File: src/rtl/sweep_freq_gen.sv
// sweep_freq_gen: steps the FFT bin index on next_freq rising edges and drives a DDS
// phase accumulator. Build option PHASE_RESET_EN restarts each tone at phase 0.
module sweep_freq_gen #(
    parameter logic [15:0] FREQ_START  = 16'd1,
    parameter logic [15:0] FREQ_STEP   = 16'd1,
    parameter logic [15:0] FREQ_MAX    = 16'd2751,
    parameter logic [31:0] INC_PER_BIN = 32'd1048576,
    parameter logic [31:0] STB_INC     = 32'd140737488
) (
    input  logic        clk_50m,
    input  logic        rst,
    input  logic        learn_en,
    input  logic        next_freq,
    output logic [15:0] freq,
    output logic        freq_chg,
    output logic [31:0] phase_inc,
    output logic        sample_stb,
    output logic [31:0] phase_out,
    output logic        sweep_done
);

    // state | meaning
    // IDLE  | sweep off, freq/phase held at 0
    // ARM   | load first bin on the next edge
    // RUN   | advance one bin per next_freq rising edge
    // DONE  | last bin reached, hold until learn_en drops
    localparam logic [3:0] ST_IDLE = 4'b0001;
    localparam logic [3:0] ST_ARM  = 4'b0010;
    localparam logic [3:0] ST_RUN  = 4'b0100;
    localparam logic [3:0] ST_DONE = 4'b1000;

    logic [3:0]  state;
    logic [3:0]  state_nxt;
    logic [15:0] freq_nxt;
    logic        freq_load;
    logic        nf_d;
    logic        rise;
    logic [16:0] step_sum;
    logic [15:0] step_sat;
    logic [15:0] start_sat;
    logic [31:0] stb_acc;
    logic [32:0] stb_sum;

    // 17-bit sum so the saturation compare sees a carry instead of a wrapped index
    assign step_sum  = {1'b0, freq} + {1'b0, FREQ_STEP};
    assign step_sat  = (step_sum >= {1'b0, FREQ_MAX}) ? FREQ_MAX : step_sum[15:0];
    assign start_sat = (FREQ_START >= FREQ_MAX) ? FREQ_MAX : FREQ_START;
    assign stb_sum   = {1'b0, stb_acc} + {1'b0, STB_INC};

    assign sweep_done = (state == ST_DONE);

    always_comb begin
        state_nxt = state;
        freq_nxt  = freq;
        freq_load = 1'b0;
        if (!learn_en) begin
            state_nxt = ST_IDLE;
            freq_nxt  = '0;
        end else begin
            case (state)
                ST_IDLE: state_nxt = ST_ARM;
                ST_ARM: begin
                    freq_nxt  = start_sat;
                    freq_load = 1'b1;
                    state_nxt = (start_sat == FREQ_MAX) ? ST_DONE : ST_RUN;
                end
                ST_RUN: begin
                    if (rise && (freq != FREQ_MAX)) begin
                        freq_nxt  = step_sat;
                        freq_load = 1'b1;
                        if (step_sat == FREQ_MAX) begin
                            state_nxt = ST_DONE;
                        end
                    end
                end
                ST_DONE: state_nxt = ST_DONE;
                default: begin
                    state_nxt = ST_IDLE;
                    freq_nxt  = '0;
                end
            endcase
        end
    end

    always_ff @(posedge clk_50m) begin
        if (rst) begin
            state     <= ST_IDLE;
            nf_d      <= 1'b0;
            rise      <= 1'b0;
            freq      <= '0;
            freq_chg  <= 1'b0;
            phase_inc <= '0;
        end else begin
            nf_d      <= next_freq;
            rise      <= next_freq & ~nf_d;
            state     <= state_nxt;
            freq      <= freq_nxt;
            freq_chg  <= freq_load;
            // 16x32 multiply kept to the low 32 bits; cleared together with freq on sweep exit
            phase_inc <= learn_en ? ({16'd0, freq} * INC_PER_BIN) : '0;
        end
    end

    always_ff @(posedge clk_50m) begin
        if (rst) begin
            stb_acc    <= '0;
            sample_stb <= 1'b0;
        end else begin
            stb_acc    <= stb_sum[31:0];
            sample_stb <= stb_sum[32];
        end
    end

    always_ff @(posedge clk_50m) begin
        if (rst) begin
            phase_out <= '0;
        end else if ((state == ST_IDLE) || !learn_en) begin
            phase_out <= '0;
`ifdef PHASE_RESET_EN
        end else if (freq_load) begin
            phase_out <= '0;
`endif
        end else if (sample_stb) begin
            phase_out <= phase_out + phase_inc;
        end
    end

endmodule
File: config.mk
export PLATFORM = sky130hd
export DESIGN_NAME = sweep_freq_gen
export DESIGN_NICKNAME = d
export VERILOG_FILES = /design/src/rtl/sweep_freq_gen.sv
export SDC_FILE = /design/constraint.sdc
export NUM_CORES = 1
export LEC_CHECK = 0
export CORE_MARGIN = 5
export CORE_UTILIZATION = 45
export DETAILED_ROUTE_END_ITERATION = 6
export GPL_TIMING_DRIVEN = 0
export MAX_ROUTING_LAYER = met4
export PLACE_DENSITY_LB_ADDON = 0.1
export SLEW_MARGIN = 10
export SYNTH_ARGS = -nofsm -noshare
export SYNTH_HDL_FRONTEND = slang
export SYNTH_SLANG_ARGS = --single-unit
File: constraint.sdc
create_clock -name clk_50m -period 4.62 [get_ports clk_50m]
set_input_delay 0.693 -clock clk_50m [delete_from_list [all_inputs] [get_ports clk_50m]]
set_output_delay 0.693 -clock clk_50m [all_outputs]
set_load 0.01 [all_outputs]
==> metrics <==
status=finished clean; worst-case headroom to the max-slew limit=0.451; Worst-path clk slew=80 ps; startpoint class of the critical path=register; Area contributors post-synth=sky130_fd_sc_hd__dfxtp_1 (38%), sky130_fd_sc_hd__buf_4 (7.4%), sky130_fd_sc_hd__nor2_1 (5.1%); average wire per cell in the routed design=13.3 µm; footprint of the multi-input gates=2280 µm²; y dimension of the die=between 100 and 150 µm; post-cts sizing count=0; number of buffers on the longest clock path=2; YS warnings=0; Mapped Avg Cell Area=between 8 and 9 µm²; cells after synthesis=~480; detailed-router iteration count before antenna repair=4; Syn Std Cell Area=4060 µm²; area of the core=8760 µm²; IO buf count=46; synth-to-layout area growth=23.6%; Row Count=34; Inserted Clock Buffers=9; total of flip-flops plus latches after synthesis=76; setup slack of the critical path after layout=1200 ps; Starting DRT DRC Count=about 170; total negative slack=0 ps; Distinct cells, synth=58; maximum operating frequency=about 290 MHz; register area=approximately 1500 µm²; Max Cap Viol=0; Place WS=1280 ps; share of synthesized area occupied by flip-flops and latches=0.375; global-route wire length before repair=roughly 16,000 µm; total power consumption of the routed design=1.54 mW; TritonCTS Sinks=76; number of max-slew violations in the final report=0; area of placed instances=4800 µm²; total length of routed wires=about 9000 µm; mean number of vias per cell=about 5.0; arrival time at the worst endpoint=3690 ps; HPWL after DPL=6890 µm; setup skew after layout=9.83 ps; shortest period the worst path allows=3420 ps; pwr dens=308 nW/µm²; maximum fanout encountered on the critical timing path=10; area fraction of the dominant cell type after synthesis=0.375; ports placed on the boundary=87; antenna viol nets, final=0; Worst Max-Slew Pin Slew=816 ps; Nets=591; cell with the most instances after synthesis=sky130_fd_sc_hd__dfxtp_1; number of synthesized flops with an enable pin=0; leading area contributor after synthesis=sky130_fd_sc_hd__dfxtp_1; number of setup violations in the final report=0; weighted congestion reported at the end of routability-driven placement=0.847; data required time at the worst endpoint=4890 ps; top post-synthesis cells by count=sky130_fd_sc_hd__dfxtp_1 (76), sky130_fd_sc_hd__nor2_1 (55), sky130_fd_sc_hd__buf_4 (40); cell at the root of the clock tree=sky130_fd_sc_hd__clkbuf_8; via count of the first global-routing pass=3,350; All-Layer GR Usage=0.175; critical path start-end classification=register to register; pin count of the biggest net entering global routing=15; async set-or-reset flop fraction in the synthesized netlist=0; share of layout cells above drive strength 1=0.113; kind of end point of the critical path=register; Worst IR Drop VDD=0.000128 V; Post-CTS Setup Inserts=0; cell count of the worst hold path=1; Hold Path Class=register to register; Final Core Density=0.572; insertion delay to the later sink of the worst-skew pair=~350 ps; RSZ-0062 raised after global routing=false; final antenna diode count=0; htree depth=3; CTS Hold Buffers Added=0; number of antenna violations at the first check in global routing=0; final standard cell area without fillers=5010 µm²; reported leakage power=2.02 nW; number of filler cells placed in the layout=842; total number of vias=3,443; number of remaining DRC errors=0; R2R cell count=10; Main synth FF type=sky130_fd_sc_hd__dfxtp_1; final worst-path cycle share=0.740; leftover overflow at the end of global routing=0; TritonCTS clock tree=done; hold violation count in the final report=0; chip width=105 µm; initial standard-cell utilization of the core=0.463; Die Outline Area=11,000 µm²
## path summary, 6_finish.rpt
check	from	slack, ps	endpoint
setup / recovery	freq[0]	1200	freq[9]
hold / removal	nf_d	390	rise
setup reg to reg	freq[0]	1200	freq[9]
hold reg to reg	nf_d	390	rise
## cell usage in the layout, fill, tap and decap left out, types with 8 or more instances in the layout
cell | Yosys | final
sky130_fd_sc_hd__nand3_1 | 14 | 14
sky130_fd_sc_hd__nor2b_1 | 8 | 8
sky130_fd_sc_hd__ha_1 | 14 | 14
sky130_fd_sc_hd__xnor2_1 | 17 | 17
sky130_fd_sc_hd__conb_1 | 1 | 40
sky130_fd_sc_hd__clkdlybuf4s50_1 | 0 | 46
sky130_fd_sc_hd__clkbuf_8 | 0 | 10
sky130_fd_sc_hd__mux2i_1 | 9 | 9
sky130_fd_sc_hd__dfxtp_1 | 76 | 76
sky130_fd_sc_hd__xor2_1 | 13 | 13
sky130_fd_sc_hd__clkbuf_1 | 15 | 15
sky130_fd_sc_hd__nand2b_1 | 8 | 8
sky130_fd_sc_hd__o21ai_0 | 23 | 23
sky130_fd_sc_hd__buf_4 | 40 | 40
sky130_fd_sc_hd__nor2_1 | 55 | 55
sky130_fd_sc_hd__nand2_1 | 28 | 28
sky130_fd_sc_hd__and2_1 | 16 | 16
sky130_fd_sc_hd__inv_1 | 9 | 9
sky130_fd_sc_hd__nor3_1 | 14 | 14
sky130_fd_sc_hd__or3_1 | 10 | 10
sky130_fd_sc_hd__a21oi_1 | 17 | 17
## cell families after synthesis
| family | after synthesis | synth area share |
|---|---|---|
| and+or+nand+nor | 188 | 0.238 |
| buffers and inverters | 68 | 0.100 |
| other | 1 | 0.000925 |
| xor gates and xnor gates | 30 | 0.0648 |
| DFF | 76 | 0.375 |
| adders and majority gates | 15 | 0.0481 |
| muxes | 11 | 0.0278 |
| AOI/OAI and AO/OA | 87 | 0.145 |
## per-layer routing
layer / routed length (µm) / vias up / part of all wire / track usage
li1: - / 1792 / - / -
met1: 4510 / 1551 / 0.49 / 0.231
met2: 3980 / 92 / 0.44 / 0.263
met3: 544 / 8 / 0.060 / 0.0401
met4: 97 / 0 / 0.011 / 0.0603
met5: 0 / - / 0 / -
## power by group
group | switching (mW) | leakage, nW | total, mW | internal [mW]
Clock | 0.261 | 0.0991 | 0.529 | 0.268
Sequential | 0.0501 | 0.619 | 0.764 | 0.714
Combinational | 0.130 | 1.31 | 0.250 | 0.119
## per-stage QoR
step / hold WS (ps) / cells
4_1_cts: 390 / 685
3_3_place_gp: 374 / 669
2_1_floorplan: 367 / 515
5_1_grt: 402 / 685
3_5_place_dp: 378 / 669
6_report: 386 / 685
## worst max-delay path, stage by stage, from the launching register on
cell and delay [ps]:
sky130_fd_sc_hd__dfxtp_1 550, sky130_fd_sc_hd__ha_1 360, sky130_fd_sc_hd__and3_1 250, sky130_fd_sc_hd__nand3_1 210
sky130_fd_sc_hd__o31ai_1 600, sky130_fd_sc_hd__and4b_1 280, sky130_fd_sc_hd__nor3_1 90, sky130_fd_sc_hd__nor2_1 300
sky130_fd_sc_hd__clkbuf_1 420, sky130_fd_sc_hd__o21ai_0 160, sky130_fd_sc_hd__o211ai_1 110
## final cells by class
class                           instances  area share
Multi-Input combinational cell        371       0.455
Sequential cell                        76       0.304
Timing Repair Buffer                   46      0.0919
Buffer                                 59      0.0744
Clock buffer                           10      0.0275
Tap cell                              108      0.0270
Clock inverter                          6      0.0142
Inverter                                9     0.00674
## state kept, by name, indices dropped and copies added, names as in the netlist, 4 cells and up
name       cells
state          4
stb_acc       28
freq          16
phase_out     12
phase_inc     12
No activity file was read; power rests on OpenSTA's default activity.
